==> src/rtl/align_pkg.sv <==
// Shared types and defaults for the align_stream block.
// The ALIGN_PAD_EN macro adds the PAD state to the FSM encoding.
package align_pkg;

  localparam int DEF_NUM_INPUTS             = 8;
  localparam int DEF_DATA_WIDTH             = 8;
  localparam int DEF_LOG_MAX_ITERS          = 16;
  localparam int DEF_LOG_MAX_READS_PER_ITER = 16;
  localparam int DEF_WORD_WIDTH             = DEF_NUM_INPUTS * DEF_DATA_WIDTH;

  typedef enum logic [1:0] {
    ST_IDLE = 2'd0,
    ST_READ = 2'd1,
`ifdef ALIGN_PAD_EN
    ST_PAD  = 2'd2,
`endif
    ST_FIN  = 2'd3
  } state_t;

endpackage

==> src/rtl/align_skid_buffer.sv <==
// Two-entry output skid buffer: head register drives the output directly,
// and push_ready is a register so no combinational path runs from pop_ready.
module align_skid_buffer #(
  parameter int WIDTH = 64
) (
  input  logic             clk,
  input  logic             rst,
  input  logic [WIDTH-1:0] push_data,
  input  logic             push_valid,
  output logic             push_ready,
  output logic [WIDTH-1:0] pop_data,
  output logic             pop_valid,
  input  logic             pop_ready,
  output logic             empty
);

  logic [WIDTH-1:0] head_reg, head_next;
  logic [WIDTH-1:0] tail_reg, tail_next;
  logic             head_valid_reg, head_valid_next;
  logic             tail_valid_reg, tail_valid_next;
  logic             ready_reg, ready_next;
  logic             pop, push;

  always_comb begin
    head_next       = head_reg;
    tail_next       = tail_reg;
    head_valid_next = head_valid_reg;
    tail_valid_next = tail_valid_reg;
    pop             = head_valid_reg && pop_ready;
    push            = push_valid && ready_reg;

    if (pop) begin
      // ready_reg is low whenever the tail is occupied, so no push can coincide here
      if (tail_valid_reg) begin
        head_next       = tail_reg;
        tail_valid_next = 1'b0;
      end else if (push) begin
        head_next = push_data;
      end else begin
        head_valid_next = 1'b0;
      end
    end else if (push) begin
      if (!head_valid_reg) begin
        head_next       = push_data;
        head_valid_next = 1'b1;
      end else begin
        tail_next       = push_data;
        tail_valid_next = 1'b1;
      end
    end
    ready_next = !tail_valid_next;
  end

  always_ff @(posedge clk) begin
    if (rst) begin
      head_reg       <= '0;
      tail_reg       <= '0;
      head_valid_reg <= 1'b0;
      tail_valid_reg <= 1'b0;
      ready_reg      <= 1'b1;
    end else begin
      head_reg       <= head_next;
      tail_reg       <= tail_next;
      head_valid_reg <= head_valid_next;
      tail_valid_reg <= tail_valid_next;
      ready_reg      <= ready_next;
    end
  end

  assign push_ready = ready_reg;
  assign pop_data   = head_reg;
  assign pop_valid  = head_valid_reg;
  assign empty      = !head_valid_reg;

endmodule

==> src/rtl/align_stream.sv <==
// Stream aligner: per iteration consume N reads, forward the leading keep words.
// Optional ALIGN_PAD_EN appends num_pad_per_iter zero words after each iteration.
module align_stream
  import align_pkg::*;
#(
  parameter int NUM_INPUTS             = DEF_NUM_INPUTS,
  parameter int DATA_WIDTH             = DEF_DATA_WIDTH,
  parameter int LOG_MAX_ITERS          = DEF_LOG_MAX_ITERS,
  parameter int LOG_MAX_READS_PER_ITER = DEF_LOG_MAX_READS_PER_ITER
) (
  input  logic                                clk,
  input  logic                                rst,
  input  logic                                configure,
  input  logic [LOG_MAX_ITERS-1:0]            num_iters,
  input  logic [LOG_MAX_READS_PER_ITER-1:0]   num_reads_per_iter,
  input  logic [LOG_MAX_READS_PER_ITER-1:0]   num_keep_per_iter,
`ifdef ALIGN_PAD_EN
  input  logic [LOG_MAX_READS_PER_ITER-1:0]   num_pad_per_iter,
`endif
  input  logic [NUM_INPUTS*DATA_WIDTH-1:0]    data_in,
  input  logic                                valid_in,
  output logic                                avail_out,
  output logic [NUM_INPUTS*DATA_WIDTH-1:0]    data_out,
  output logic                                valid_out,
  input  logic                                avail_in,
  output logic                                busy,
  output logic                                done
);

  localparam int WORD_W = NUM_INPUTS * DATA_WIDTH;
  localparam int RW     = LOG_MAX_READS_PER_ITER;
  localparam int IW     = LOG_MAX_ITERS;

  state_t          state_reg, state_next, restart_state;
  logic [IW-1:0]   iters_reg, it_cnt_reg, it_cnt_next;
  logic [RW-1:0]   reads_reg, keep_reg, r_cnt_reg, r_cnt_next;
  logic            done_reg, done_next;
  logic            run_empty, iter_end, in_fire, r_last, it_last;
  logic            skid_ready, skid_empty, push_valid;
  logic [WORD_W-1:0] push_data;
`ifdef ALIGN_PAD_EN
  logic [RW-1:0]   pad_reg, p_cnt_reg, p_cnt_next;
  logic            p_last;
  state_t          first_state;
`endif

  assign avail_out = (state_reg == ST_READ) && skid_ready;
  assign in_fire   = valid_in && avail_out;
  assign r_last    = (r_cnt_reg == reads_reg - RW'(1));
  assign it_last   = (it_cnt_reg == iters_reg - IW'(1));

`ifdef ALIGN_PAD_EN
  assign p_last        = (p_cnt_reg == pad_reg - RW'(1));
  assign run_empty     = (num_reads_per_iter == '0) && (num_pad_per_iter == '0);
  assign first_state   = (num_reads_per_iter == '0) ? ST_PAD : ST_READ;
  assign restart_state = (reads_reg == '0) ? ST_PAD : ST_READ;
  assign push_valid    = (in_fire && (r_cnt_reg < keep_reg)) || (state_reg == ST_PAD);
  assign push_data     = (state_reg == ST_PAD) ? '0 : data_in;
`else
  assign run_empty     = (num_reads_per_iter == '0);
  assign restart_state = ST_READ;
  assign push_valid    = in_fire && (r_cnt_reg < keep_reg);
  assign push_data     = data_in;
`endif

  always_comb begin
    state_next  = state_reg;
    r_cnt_next  = r_cnt_reg;
    it_cnt_next = it_cnt_reg;
    done_next   = 1'b0;
    iter_end    = 1'b0;
`ifdef ALIGN_PAD_EN
    p_cnt_next  = p_cnt_reg;
`endif
    case (state_reg)
      ST_IDLE: begin
        if (configure) begin
          if ((num_iters == '0) || run_empty) begin
            done_next = 1'b1;
          end else begin
`ifdef ALIGN_PAD_EN
            state_next = first_state;
`else
            state_next = ST_READ;
`endif
          end
        end
      end
      ST_READ: begin
        if (in_fire) begin
          if (r_last) begin
            r_cnt_next = '0;
`ifdef ALIGN_PAD_EN
            if (pad_reg != '0) state_next = ST_PAD;
            else               iter_end   = 1'b1;
`else
            iter_end = 1'b1;
`endif
          end else begin
            r_cnt_next = r_cnt_reg + RW'(1);
          end
        end
      end
`ifdef ALIGN_PAD_EN
      ST_PAD: begin
        if (skid_ready) begin
          if (p_last) begin
            p_cnt_next = '0;
            iter_end   = 1'b1;
          end else begin
            p_cnt_next = p_cnt_reg + RW'(1);
          end
        end
      end
`endif
      ST_FIN: begin
        if (skid_empty) begin
          state_next = ST_IDLE;
          done_next  = 1'b1;
        end
      end
      default: state_next = ST_IDLE;
    endcase

    if (iter_end) begin
      if (it_last) begin
        it_cnt_next = '0;
        state_next  = ST_FIN;
      end else begin
        it_cnt_next = it_cnt_reg + IW'(1);
        state_next  = restart_state;
      end
    end
  end

  always_ff @(posedge clk) begin
    if (rst) begin
      state_reg  <= ST_IDLE;
      iters_reg  <= '0;
      reads_reg  <= '0;
      keep_reg   <= '0;
      r_cnt_reg  <= '0;
      it_cnt_reg <= '0;
      done_reg   <= 1'b0;
`ifdef ALIGN_PAD_EN
      pad_reg    <= '0;
      p_cnt_reg  <= '0;
`endif
    end else begin
      state_reg  <= state_next;
      r_cnt_reg  <= r_cnt_next;
      it_cnt_reg <= it_cnt_next;
      done_reg   <= done_next;
`ifdef ALIGN_PAD_EN
      p_cnt_reg  <= p_cnt_next;
`endif
      if ((state_reg == ST_IDLE) && configure) begin
        iters_reg <= num_iters;
        reads_reg <= num_reads_per_iter;
        // keep can never exceed the number of reads in an iteration
        keep_reg  <= (num_keep_per_iter > num_reads_per_iter) ? num_reads_per_iter
                                                              : num_keep_per_iter;
`ifdef ALIGN_PAD_EN
        pad_reg   <= num_pad_per_iter;
`endif
      end
    end
  end

  align_skid_buffer #(.WIDTH(WORD_W)) u_skid (
    .clk        (clk),
    .rst        (rst),
    .push_data  (push_data),
    .push_valid (push_valid),
    .push_ready (skid_ready),
    .pop_data   (data_out),
    .pop_valid  (valid_out),
    .pop_ready  (avail_in),
    .empty      (skid_empty)
  );

  assign busy = (state_reg != ST_IDLE);
  assign done = done_reg;

endmodule

==> config.mk <==
export PLATFORM = sky130hd
export DESIGN_NAME = align_stream
export DESIGN_NICKNAME = d
export VERILOG_FILES = /design/src/rtl/align_pkg.sv /design/src/rtl/align_skid_buffer.sv /design/src/rtl/align_stream.sv
export SDC_FILE = /design/constraint.sdc
export NUM_CORES = 1
export LEC_CHECK = 0
export CAP_MARGIN = 5
export CORE_AREA = 10 10 152 154
export CTS_BUF_LIST = sky130_fd_sc_hd__clkbuf_8
export DETAILED_ROUTE_END_ITERATION = 8
export DIE_AREA = 0 0 162 164
export PLACE_DENSITY = 0.84
export SLEW_MARGIN = 10
export SYNTH_ARGS = -nofsm -noshare
export SYNTH_HDL_FRONTEND = slang
export SYNTH_SLANG_ARGS = --single-unit
export TNS_END_PERCENT = 50
==> constraint.sdc <==
create_clock -name clk -period 3.3 [get_ports clk]
set_input_delay 0.33 -clock clk [delete_from_list [all_inputs] [get_ports clk]]
set_output_delay 0.33 -clock clk [all_outputs]
set_load 0.05 [all_outputs]
======== Yosys cells after proc, flatten, opt, wreduce, memory -nomap -nowiden ========
Cells that the tools add are included.
operators by class
  $add $sub $neg .......................... 4
  muxes and demuxes ....................... 28
  order comparisons ....................... 2
  bitwise gates (word level) .............. 1
  reductions and logical operators ........ 19
  eq/ne operators ......................... 11
operators with widths
  operator               count
  $mux 64                5
  $mux 16                3
  $add 16x1->16 const B  2
  $eq 16x16->1           2
  $logic_not 16->1       2
  $sub 16x1->16 const B  2
  $gt 16x16->1           1
  $lt 16x16->1           1
  $mux 1                 13
  $mux 2                 5
  $ne 3x3->1 const B     3
  $reduce_and 3->1       3
  $ne 2x2->1 const B     4
  $logic_and 1x1->1      6
  $pmux 2 s3             1
  $reduce_bool 2->1      3
  $reduce_and 4->1       1
  $eq 2x1->1 const B     1
  $eq 2x2->1 const B     1
  $logic_not 2->1        1
  $pmux 1 s2             1
  $reduce_and 2->1       1
  $logic_not 1->1        1
  $logic_or 1x1->1       1
  $not 1->1              1
word-level totals
  logic and storage cells ................. 77
  register bits ........................... 214
  input port bits ......................... 117

======== Depth between registers and ports, before layout ========
  word-level depth ........................ 8
  depth in mapped cells ................... 14

======== By module ========
Synthesis repeated with hierarchy kept, for this count alone.
unflattened totals
  cells, all modules ...................... 1482
  area, all modules ....................... 11761.3 sq um
by module, submodules not included
  module             instances  area an instance (sq um)  sequential area each (sq um)  cells each
  align_skid_buffer  1          6404.9                    2622.5                        797
  align_stream       1          5356.4                    1661.6                        685

======== Worst setup path before layout ========
Ideal clock, no wire load.
  path kind ............................... register -> register
  start point ............................. register iters_reg[0]
  end point ............................... register it_cnt_reg[6]
  buffers on the path ..................... 4
  clock period less this slack ............ 2817 ps
  cell stages (with the launch flop) ...... 15
  path slack .............................. 483 ps
  data arrival time ....................... 2701 ps
  path through ............................ dfxtp_1 -> clkbuf_1 -> inv_1 -> ha_1 -> buf_2 -> or4b_1 -> buf_2 -> or4_1 -> o311ai_1 -> a41o_1 -> nor3b_2 -> nand4_1 -> nand2b_2 -> buf_8 -> nor2_2
on the way
  cells in the longest elaborated chain, start to end .. 3
RTL lines
  element                 RTL line             text
  from (decl)             align_stream.sv:35   logic [IW-1:0] iters_reg, it_cnt_reg, it_cnt_next;
  from (signal assigned)  align_stream.sv:158  iters_reg <= num_iters;
  $sub 16x1->16           align_stream.sv:50   assign it_last = (it_cnt_reg == iters_reg - IW'(1));
  $eq 16x16->1            align_stream.sv:50
  $mux 16                 align_stream.sv:126  if (it_last) begin
  to (signal assigned)    align_stream.sv:152  it_cnt_reg <= it_cnt_next;
  to (decl)               align_stream.sv:35
Every way passes these cells.
A chain may end at the register's enable or synchronous reset.

======== Final worst setup path ========
  start point ............................. register iters_reg[0]
  end point ............................... register it_cnt_reg[2]
The elaborated chain is that of the path after synthesis.

==> flow_metrics.tcl <==
set metrics [dict create \
    overflow 0 \
    port_buffers 184 \
    netlist_top_cells_area "dfxtp_1 39%, mux2i_1 13%, mux2_2 6.7%" \
    place_congestion 0.8808 \
    powerDensity_nw_per_um2 485.9 \
    min_from "rst" \
    multi_input_area_um2 6121 \
    async_reset_ff_frac 0 \
    hold_class "in2reg" \
    timing.fmax_mhz 333.0 \
    synthesis.area_um2 10880 \
    hpwl_um 20470 \
    avgSynthCellArea_um2 9.154 \
    relSlewSlack 0.5177 \
    timing.final.crit_share 0.9100 \
    cts_buffer_depth 3 \
    start_kind "flip-flop" \
    antenna_found_initial 2 \
    synth-seq-cells 214 \
    synth-main-ff-cell "dfxtp_1" \
    grt_setup_unrepaired "false" \
    hold_path_depth 2 \
    cts_made_buffers 38 \
    most-common-layout-cells "214 x dfxtp_1, 183 x clkdlybuf4s50_1, 179 x nor2_1" \
    htree_levels 2 \
    cts_root_buffer "clkbuf_8" \
    num_vias 8984 \
    die_y_um 164 \
    grt_pass1_wl_um 46680 \
    skew_ps 26.33 \
    setup_viol 0 \
    critPathKind "reg2reg" \
    clk_latency_ps 550 \
    fin_tns_setup_ps 0 \
    worst_slew_pin_slew_ps 721.6 \
    viasPerCell 5.415 \
    die_w_um 162 \
    reg2reg_depth 10 \
    grt_pass1_vias 9145 \
    maxSlewViolCount 0 \
    hold_viol_final 0 \
    synth_fp_nets 1343 \
    run_status "completed" \
    drc 0 \
    required_ps 3710 \
    regArea_um2 4284 \
    synthCells 1188 \
    yosysTopAreaCellShare 0.3939 \
    cts_setup_buffers 0 \
    p_total_mw 6.678 \
    maxCapViolCount 0 \
    finalInstanceArea_um2 13740 \
    dpl_cell_area_um2 12950 \
    io_pins 185 \
    syn_to_final_growth_pct 26.37 \
    crit_arrival_ps 3410 \
    regToRegEndpoint "it_cnt_reg[2]$_SDFFE_PP0P_" \
    die_area_um2 26570 \
    initial_core_util 0.5427 \
    crit_start "iters_reg[0]$_SDFFE_PP0P_" \
    row_count 52 \
    drt_iter0_drc 409 \
    ir_drop_v 0.0003716 \
    gr-usage-all-layers 0.2114 \
    cts-resized-gates 0 \
    yosysTopAreaCell "dfxtp_1" \
    clkSlewWorstSetupHoldPaths_ps 60 \
    firstDrtPassIters 5 \
    cts_sinks 214 \
    fill_cells 1597 \
    tritoncts "done" \
    coreArea_um2 20040 \
    final_nets 1515 \
    r2r-start "iters_reg[0]$_SDFFE_PP0P_" \
    yosysWarningCount 0 \
    synth_edf_count 0 \
    period_needed_ps 3003 \
    grt_max_degree 118 \
    whs_endpoint "it_cnt_reg[1]$_SDFFE_PP0P_" \
    layout_commonest_cell "dfxtp_1" \
    p_leak_nw 5.669 \
    end_kind "flip-flop" \
    r2r_slack_ps 300 \
    synth_cell_types 65 \
    crit_fanout 15 \
    post_drt_wl_per_cell_um 17.26 \
    ant_nets 0 \
    cts_hold_buf 0 \
    wl_um 28630 \
    layout-drive-gt1-share 0.1261 \
    yosysSeqAreaShare 0.3939 \
]
-- routing by layer --
| layer | part of all wire | up-vias | GRT usage | routed length, µm |
|---|---|---|---|---|
| li1 | - | 4461 | - | - |
| met1 | 0.41 | 4211 | 0.2457 | 11720 |
| met2 | 0.48 | 250 | 0.3502 | 13600 |
| met3 | 0.089 | 60 | 0.08310 | 2562 |
| met4 | 0.025 | 2 | 0.06989 | 729 |
| met5 | 0.00045 | - | 0 | 13 |
-- logic make-up (layout without fill, tap and decap cells) --
kind of cell	Yosys count	after routing	synth area share
XOR/XNOR	71	71	0.05718
buffers and inverters	115	315	0.04533
AND/OR/NAND/NOR	424	424	0.1890
multiplexers	211	211	0.2017
AO/OA/AOI/OAI	115	115	0.06915
flip-flops	214	214	0.3939
adder cells (fa/ha/maj)	38	38	0.04372
other	0	1	0
-- cell type report --
| cell class | count | share of cell area |
|---|---|---|
| diodes | 1 | 0.0001821 |
| repair buffers | 201 | 0.1479 |
| well taps | 270 | 0.02458 |
| multi-input cells | 859 | 0.4454 |
| clock inverters | 17 | 0.006555 |
| flip-flops and latches | 214 | 0.3117 |
| clock buffers | 51 | 0.05107 |
| inverters | 46 | 0.01256 |
-- stage by stage --
stage               cells  utilization  worst slack (ps)  hold slack, ps
detailed placement   1590       0.6462             327.5           461.4
floorplan            1188            -             483.5           449.6
global route         1659       0.6858             76.82           218.5
finish               1659       0.6858             297.1           197.6
global placement     1590       0.6462             363.4           462.3
CTS                  1658       0.6857             291.8           210.1
-- worst max-delay path: stages, from the launching register on --
cell	delay, ps
dfxtp_1	390
inv_1	90
ha_1	160
or4b_1	580
or4_1	540
o311ai_1	90
a41o_1	170
nor3b_2	190
nand4_1	190
nand2b_2	380
nor2_1	100
-- Yosys cell counts, drive strengths merged, types with 4 or more instances --
cell type  instances
nand2             97
nor3              14
a21oi             54
a21o               5
clkbuf            43
mux2i            146
buf               26
o31ai              5
nand3             20
a211oi            19
and3              13
nand2b             4
nand4             23
nor4              23
dfxtp            214
mux2              65
o21a               5
nor2             189
or3                4
ha                38
xor2              36
and2               5
o21ai              9
or4                9
xnor2             35
inv               46
nor2b              9
-- power by group --
group	internal, mW	total (mW)	switching, mW
clock network	1.39	2.50	1.11
registers	2.70	2.81	0.106
logic	0.602	1.37	0.770
-- worst max path at each step --
stage | endpoint | slack (ps) | depth (start not counted)
floorplan | it_cnt_reg[6]$_SDFFE_PP0P_ | 480 | 14
global placement | it_cnt_reg[2]$_SDFFE_PP0P_ | 360 | 10
detailed placement | it_cnt_reg[2]$_SDFFE_PP0P_ | 330 | 10
CTS | it_cnt_reg[2]$_SDFFE_PP0P_ | 290 | 10
global route | it_cnt_reg[14]$_SDFFE_PP0P_ | 80 | 10
finish | it_cnt_reg[2]$_SDFFE_PP0P_ | 300 | 10
Note: power is estimated with default switching activity, not from simulation.
